===== config.mk =====
export PLATFORM = sky130hd
export DESIGN_NAME = flick_debounce_flat
export DESIGN_NICKNAME = d
export VERILOG_FILES = /design/src/rtl/flick_pkg.sv /design/src/rtl/flick_debounce_if.sv /design/src/rtl/sync_2ff.sv /design/src/rtl/flick_debounce.sv /design/src/flat_wrapper.sv
export SDC_FILE = /design/constraint.sdc
export NUM_CORES = 1
export LEC_CHECK = 0
export ABC_AREA = 1
export BUFFER_PORTS_ARGS = -buffer_cell sky130_fd_sc_hd__buf_2
export CAP_MARGIN = 20
export CORE_MARGIN = 10
export CORE_UTILIZATION = 54
export CTS_CLUSTER_SIZE = 30
export DETAILED_ROUTE_END_ITERATION = 7
export PLACE_DENSITY = 0.76
export SYNTH_ARGS = -nofsm -noshare
export SYNTH_HDL_FRONTEND = slang
export SYNTH_SLANG_ARGS = --single-unit

===== constraint.sdc =====
create_clock -name clk -period 1.8 [get_ports clk]
set_clock_uncertainty 0.15 [all_clocks]
set_input_delay 0.18 -clock clk [delete_from_list [all_inputs] [get_ports clk]]
set_output_delay 0.18 -clock clk [all_outputs]
set_load 0.05 [all_outputs]

===== src/rtl/flick_pkg.sv =====
// flick_pkg
// Shared definitions for the push-button debouncer ("flick" generator):
// FSM state encoding and the default debounce / long-press lengths.
// No ports; imported by flick_debounce and its testbench.
package flick_pkg;

    // Default number of consecutive synchronized samples needed to accept
    // a change in button level.
    localparam int DEBOUNCE_CYCLES_DEF = 4;

    // Default number of cycles spent in PRESSED before long_press fires.
    localparam int LONG_CYCLES_DEF = 64;

    // Debouncer FSM states; the encoding is visible on dbg_state.
    typedef enum logic [1:0] {
        ST_IDLE         = 2'd0,
        ST_PRESS_WAIT   = 2'd1,
        ST_PRESSED      = 2'd2,
        ST_RELEASE_WAIT = 2'd3
    } state_e;

endpackage


===== src/rtl/flick_debounce_if.sv =====
// flick_debounce_if
// Groups the button input and the debouncer outputs into one bundle.
//   btn_raw    : raw, bouncing, asynchronous push-button level (active-high)
//   flick      : one-cycle pulse per accepted press
//   long_press : one-cycle pulse when a press is held long enough
//   btn_level  : debounced button level
//   dbg_state  : current debouncer FSM state
// The slave modport is the debouncer's view; the master modport is the
// view of whatever drives the button and consumes the pulses.
interface flick_debounce_if;

    logic       btn_raw;
    logic       flick;
    logic       long_press;
    logic       btn_level;
    logic [1:0] dbg_state;

    modport master (
        output btn_raw,
        input  flick,
        input  long_press,
        input  btn_level,
        input  dbg_state
    );

    modport slave (
        input  btn_raw,
        output flick,
        output long_press,
        output btn_level,
        output dbg_state
    );

endinterface


===== src/rtl/sync_2ff.sv =====
// sync_2ff
// Two-flop synchronizer for bringing a single asynchronous level into the
// clk domain. Generic so it can be reused for any raw input.
//   clk     : destination clock
//   reset_n : synchronous active-low reset, clears both flops
//   d       : asynchronous input level
//   q       : synchronized level, two clk edges behind d
module sync_2ff (
    input  logic clk,
    input  logic reset_n,
    input  logic d,
    output logic q
);

    logic meta_q;
    logic meta_d;
    logic sync_q;
    logic sync_d;

    // Plain shift chain: the first flop may go metastable, the second
    // gives it a full cycle to settle before anyone looks at it.
    always_comb begin
        meta_d = d;
        sync_d = meta_q;
    end

    always_ff @(posedge clk) begin
        if (!reset_n) begin
            meta_q <= 1'b0;
            sync_q <= 1'b0;
        end else begin
            meta_q <= meta_d;
            sync_q <= sync_d;
        end
    end

    assign q = sync_q;

endmodule


===== src/rtl/flick_debounce.sv =====
// flick_debounce
// Debounces a raw push-button and turns each accepted press into a single
// flick pulse, plus a single long_press pulse if the press is held.
//   clk     : clock, all logic on the rising edge
//   reset_n : synchronous active-low reset
//   bus     : slave side of flick_debounce_if
//             (btn_raw in; flick, long_press, btn_level, dbg_state out)
// Parameters:
//   DEBOUNCE_CYCLES : samples needed to accept a level change (2..255)
//   LONG_CYCLES     : cycles in PRESSED before long_press (> DEBOUNCE_CYCLES,
//                     at most 65535)
module flick_debounce
    import flick_pkg::*;
#(
    parameter int DEBOUNCE_CYCLES = DEBOUNCE_CYCLES_DEF,
    parameter int LONG_CYCLES     = LONG_CYCLES_DEF
) (
    input  logic                clk,
    input  logic                reset_n,
    flick_debounce_if.slave     bus
);

    // Counters only ever need to reach PARAM-1, so $clog2(PARAM) bits fit.
    localparam int DB_W = $clog2(DEBOUNCE_CYCLES);
    localparam int LP_W = $clog2(LONG_CYCLES);

    localparam logic [DB_W-1:0] DB_LAST = DB_W'(DEBOUNCE_CYCLES - 1);
    localparam logic [DB_W-1:0] DB_ONE  = DB_W'(1);
    localparam logic [LP_W-1:0] LP_LAST = LP_W'(LONG_CYCLES - 1);

    logic btn_s;

    state_e            state_q;
    state_e            state_d;
    logic [DB_W-1:0]   db_cnt_q;
    logic [DB_W-1:0]   db_cnt_d;
    logic [LP_W-1:0]   lp_cnt_q;
    logic [LP_W-1:0]   lp_cnt_d;
    logic [LP_W-1:0]   lp_inc;
    logic              flick_q;
    logic              flick_d;
    logic              long_press_q;
    logic              long_press_d;
    logic              btn_level_q;
    logic              btn_level_d;

    sync_2ff u_sync (
        .clk     (clk),
        .reset_n (reset_n),
        .d       (bus.btn_raw),
        .q       (btn_s)
    );

    assign lp_inc = lp_cnt_q + LP_W'(1);

    // Next-state logic. The debounce counter tracks how many consecutive
    // samples have agreed with the candidate level; the long-press counter
    // runs while PRESSED and parks at LONG_CYCLES-1, so long_press can only
    // fire on the single cycle the counter first reaches that value. A
    // return from RELEASE_WAIT leaves it untouched, so a release glitch
    // cannot re-arm it.
    always_comb begin
        state_d      = state_q;
        db_cnt_d     = db_cnt_q;
        lp_cnt_d     = lp_cnt_q;
        flick_d      = 1'b0;
        long_press_d = 1'b0;

        case (state_q)
            ST_IDLE: begin
                if (btn_s) begin
                    state_d  = ST_PRESS_WAIT;
                    db_cnt_d = DB_ONE;
                end else begin
                    db_cnt_d = '0;
                end
            end

            ST_PRESS_WAIT: begin
                if (!btn_s) begin
                    state_d  = ST_IDLE;
                    db_cnt_d = '0;
                end else if (db_cnt_q == DB_LAST) begin
                    state_d  = ST_PRESSED;
                    db_cnt_d = '0;
                    lp_cnt_d = '0;
                    flick_d  = 1'b1;
                end else begin
                    db_cnt_d = db_cnt_q + DB_ONE;
                end
            end

            ST_PRESSED: begin
                if (lp_cnt_q != LP_LAST) begin
                    lp_cnt_d     = lp_inc;
                    long_press_d = (lp_inc == LP_LAST);
                end
                if (!btn_s) begin
                    state_d  = ST_RELEASE_WAIT;
                    db_cnt_d = DB_ONE;
                end
            end

            ST_RELEASE_WAIT: begin
                if (btn_s) begin
                    state_d  = ST_PRESSED;
                    db_cnt_d = '0;
                end else if (db_cnt_q == DB_LAST) begin
                    state_d  = ST_IDLE;
                    db_cnt_d = '0;
                end else begin
                    db_cnt_d = db_cnt_q + DB_ONE;
                end
            end

            default: begin
                state_d  = ST_IDLE;
                db_cnt_d = '0;
            end
        endcase

        btn_level_d = (state_d == ST_PRESSED) || (state_d == ST_RELEASE_WAIT);
    end

    // State, counters and registered outputs. Reset takes effect on the
    // edge itself, so any pulse that would have been produced is dropped.
    always_ff @(posedge clk) begin
        if (!reset_n) begin
            state_q      <= ST_IDLE;
            db_cnt_q     <= '0;
            lp_cnt_q     <= '0;
            flick_q      <= 1'b0;
            long_press_q <= 1'b0;
            btn_level_q  <= 1'b0;
        end else begin
            state_q      <= state_d;
            db_cnt_q     <= db_cnt_d;
            lp_cnt_q     <= lp_cnt_d;
            flick_q      <= flick_d;
            long_press_q <= long_press_d;
            btn_level_q  <= btn_level_d;
        end
    end

    assign bus.flick      = flick_q;
    assign bus.long_press = long_press_q;
    assign bus.btn_level  = btn_level_q;
    assign bus.dbg_state  = state_q;

endmodule


===== src/flat_wrapper.sv =====
// flat-port wrapper written by rule: the top's interface ports become plain ports
module flick_debounce_flat import flick_pkg::*;
#(
    parameter int DEBOUNCE_CYCLES = DEBOUNCE_CYCLES_DEF,
    parameter int LONG_CYCLES     = LONG_CYCLES_DEF
)
  (clk, reset_n, bus_btn_raw, bus_flick, bus_long_press, bus_btn_level, bus_dbg_state);
  flick_debounce_if bus_i ();
  input  logic clk;
  input  logic reset_n;
  input wire logic [$bits(bus_i.btn_raw)-1:0] bus_btn_raw;
  output wire logic [$bits(bus_i.flick)-1:0] bus_flick;
  output wire logic [$bits(bus_i.long_press)-1:0] bus_long_press;
  output wire logic [$bits(bus_i.btn_level)-1:0] bus_btn_level;
  output wire logic [$bits(bus_i.dbg_state)-1:0] bus_dbg_state;
  assign bus_i.btn_raw = bus_btn_raw;
  assign bus_flick = bus_i.flick;
  assign bus_long_press = bus_i.long_press;
  assign bus_btn_level = bus_i.btn_level;
  assign bus_dbg_state = bus_i.dbg_state;
  flick_debounce #(.DEBOUNCE_CYCLES(DEBOUNCE_CYCLES), .LONG_CYCLES(LONG_CYCLES)) u_core (.clk(clk), .reset_n(reset_n), .bus(bus_i));
endmodule

==> impl_metrics.env <==
export IMPL_cp_max_fo=6
export IMPL_p_leak_nw=0.352
export IMPL_diodes=0
export IMPL_r2r_setup_slack_ps=270
export IMPL_vias_per_cell=5.13
export IMPL_syn_avg_cell_area_um2=7.80
export IMPL_grt_met1_usage_pct=10.0
export IMPL_io_pins=8
export IMPL_syn_nets=100
export IMPL_clockBufferDepth=2
export IMPL_critPathKind="register to register"
export IMPL_synth_top_area_cell="dfxtp_1"
export IMPL_fin_nets=112
export IMPL_tightest_slew_ps=327
export IMPL_crit_required_ps=1830
export IMPL_cts_root_buf="clkbuf_4"
export IMPL_whs_endpoint="u_core.u_sync.meta_q"
export IMPL_dieArea_um2=3230
export IMPL_r2r_cells=6
export IMPL_hold_start="reset_n"
export IMPL_hold_buffers=1
export IMPL_grt_busiest_layer="met2"
export IMPL_gp_congestion=0.818
export IMPL_start_kind="register"
export IMPL_cts_buffers=3
export IMPL_worst_r2r_endpoint="u_core.lp_cnt_q[0]"
export IMPL_max_slew_margin_rel_pct=78.2
export IMPL_drtIter0Drc=18
export IMPL_grtUsageTotal_pct=9.21
export IMPL_wire_per_inst_um=11.3
export IMPL_coreArea_um2=1280
export IMPL_holdPathStages=3
export IMPL_grt_use_met3_pct=3.15
export IMPL_dieWidth_um=56.9
export IMPL_setup_viol=0
export IMPL_ys_types=20
export IMPL_synth_top_cell_area_share_pct=41.0
export IMPL_clk_pin_slew_worst_paths_ps=80
export IMPL_synth_area_top_cells="dfxtp_1, nand2_1, a21oi_1"
export IMPL_crit_family="flip-flops"
export IMPL_cts_sinks=15
export IMPL_cp_arrival_ps=1560
export IMPL_slew_violations=0
export IMPL_outcome="complete, no violations"
export IMPL_initial_core_util_pct=57.1
export IMPL_slowest_delay_ps=440
export IMPL_rsz0062_at_grt="false"
export IMPL_critical_path_buf_inv_count=0
export IMPL_tns_ps=0
export IMPL_max_freq_ghz=0.655
export IMPL_synth_area_um2=733
export IMPL_worst_hold_path_type="input pin to register"
export IMPL_drive_gt1_share_pct=19.0
export IMPL_most_common_layout_cells="nand2_1, dfxtp_1, inv_1"
export IMPL_finalPower_mw=0.544
export IMPL_drtAntennaViolNets=0
export IMPL_cpMaxStageDelayCell="dfxtp_1"
export IMPL_syn2layout_area_growth_pct=11.3
export IMPL_ir_drop_mv=0.449
export IMPL_cts_setup_buffers=0
export IMPL_dr_pass1_iters=4
export IMPL_cpMostUsedCell="nor2_1"
export IMPL_period_needed_ps=1530
export IMPL_synth_seq_area_share_pct=41.0
export IMPL_vias=616
export IMPL_core_rowCount=13
export IMPL_synth_cells=94
export IMPL_cts_tree="done"
export IMPL_drt_wl_total_mm=1.35
export IMPL_die_h_um=56.9
export IMPL_end_kind="register"
export IMPL_drc=0
export IMPL_hold_viol=0
export IMPL_insertion_delay_ps=280
export IMPL_max_cap_violations=0
export IMPL_grt_first_pass_wirelength_mm=2.44
export IMPL_crit_reg2reg_launch="u_core.lp_cnt_q[1]"
export IMPL_htree_num_levels=1
export IMPL_grt_use_met2_pct=15.7
export IMPL_path_cells="ha_1 -> nand3_2 -> nor2_1 -> nor2_2 -> o21ai_0 -> nor2_1"
export IMPL_grt_max_degree=9
export IMPL_cts_resized=0
export IMPL_yosys_warnings=0
export IMPL_grt_pass1_vias=576
export IMPL_overflow=0
export IMPL_ys_ff_latch=15
export IMPL_powerDensity_nw_per_um2=667
export IMPL_place_hpwl_mm=1.03
export IMPL_timing_final_crit_share_pct=84.8
export IMPL_antenna_found_initial=0
export IMPL_io_buffers=7
export IMPL_final_common_cell="nand2_1"
-- report_power, final --
group / internal [mW] / leakage (nW) / switching (mW)
Clock: 0.0861 / 0.0150 / 0.103
Sequential: 0.335 / 0.121 / 0.00380
Combinational: 0.00573 / 0.215 / 0.0107
Total: 0.427 / 0.352 / 0.118
-- cells by family (layout without fill, tap and decap cells) --
kind of cell,after synthesis,count (layout),synth area share (%)
flops,15,15,41.0
compound gates,14,14,11.1
fa+ha+maj,3,3,5.12
xor+xnor,2,2,2.39
buf+inv,16,27,8.87
simple gates,44,44,31.6
-- synth_stat cells --
cell type	instances
nor2_1	8
dfxtp_1	15
nor2_2	1
a21oi_1	9
xnor2_1	1
nand3_1	9
o21ai_4	1
nor2_8	1
o21ai_0	4
nand4_1	3
clkinv_2	1
inv_1	12
inv_2	2
nand2_1	18
nand3_2	2
nand3_4	1
buf_4	1
nand2_2	1
ha_1	3
xor2_1	1
-- registers in the layout, summed over array words and instances (netlist names) --
name / flops
u_core.bus.dbg_state: 2
u_core.bus.long_press: 1
u_core.db_cnt_q: 2
u_core.lp_cnt_q: 6
u_core.bus.flick: 1
u_core.bus.btn_level: 1
u_core.u_sync.q: 1
u_core.u_sync.meta_q: 1
-- how the worst max path moves through the flow --
stage                                       start                 end  slack [ps]  depth (start not counted)
after global routing           u_core.lp_cnt_q[0]  u_core.lp_cnt_q[2]         130                          5
after CTS                      u_core.lp_cnt_q[0]  u_core.lp_cnt_q[3]         290                          5
after detailed placement       u_core.lp_cnt_q[0]  u_core.lp_cnt_q[3]         320                          5
final                          u_core.lp_cnt_q[1]  u_core.lp_cnt_q[0]         270                          6
after global placement         u_core.lp_cnt_q[1]  u_core.lp_cnt_q[0]         330                          6
after floorplan           u_core.bus.dbg_state[1]  u_core.lp_cnt_q[5]         230                          6
-- metrics by stage --
step | area (um2) | cells | utilization [%] | worst slack, ps | hold WS [ps]
6_report | 816 | 120 | 63.5 | 274 | 32.7
2_1_floorplan | 733 | 94 | - | 230 | 123
5_1_grt | 816 | 120 | 63.5 | 133 | 41.5
4_1_cts | 816 | 120 | 63.5 | 290 | 28.2
3_5_place_dp | 779 | 115 | 60.7 | 318 | 218
3_3_place_gp | 779 | 115 | 60.7 | 327 | 216
-- per-layer routing --
metal	wire length, um	vias to the layer above
met5	0	-
met4	23	0
met3	90	2
met2	607	11
met1	630	276
li1	-	327
-- tightest hold or removal path, stage by stage --
cell and delay (ps):
buf_2 150, nand2_1 70, inv_1 30
-- final cells by class --
| type | count | area, um2 |
|---|---|---|
| Clock buffer | 4 | 26.3 |
| Fill cell | 114 | 469 |
| Inverter | 15 | 57.6 |
| Multi-Input combinational cell | 63 | 368 |
| Sequential cell | 15 | 300 |
| Tap cell | 15 | 18.8 |
| Timing Repair Buffer | 8 | 45.0 |
No activity file was read; power rests on OpenSTA's default activity.
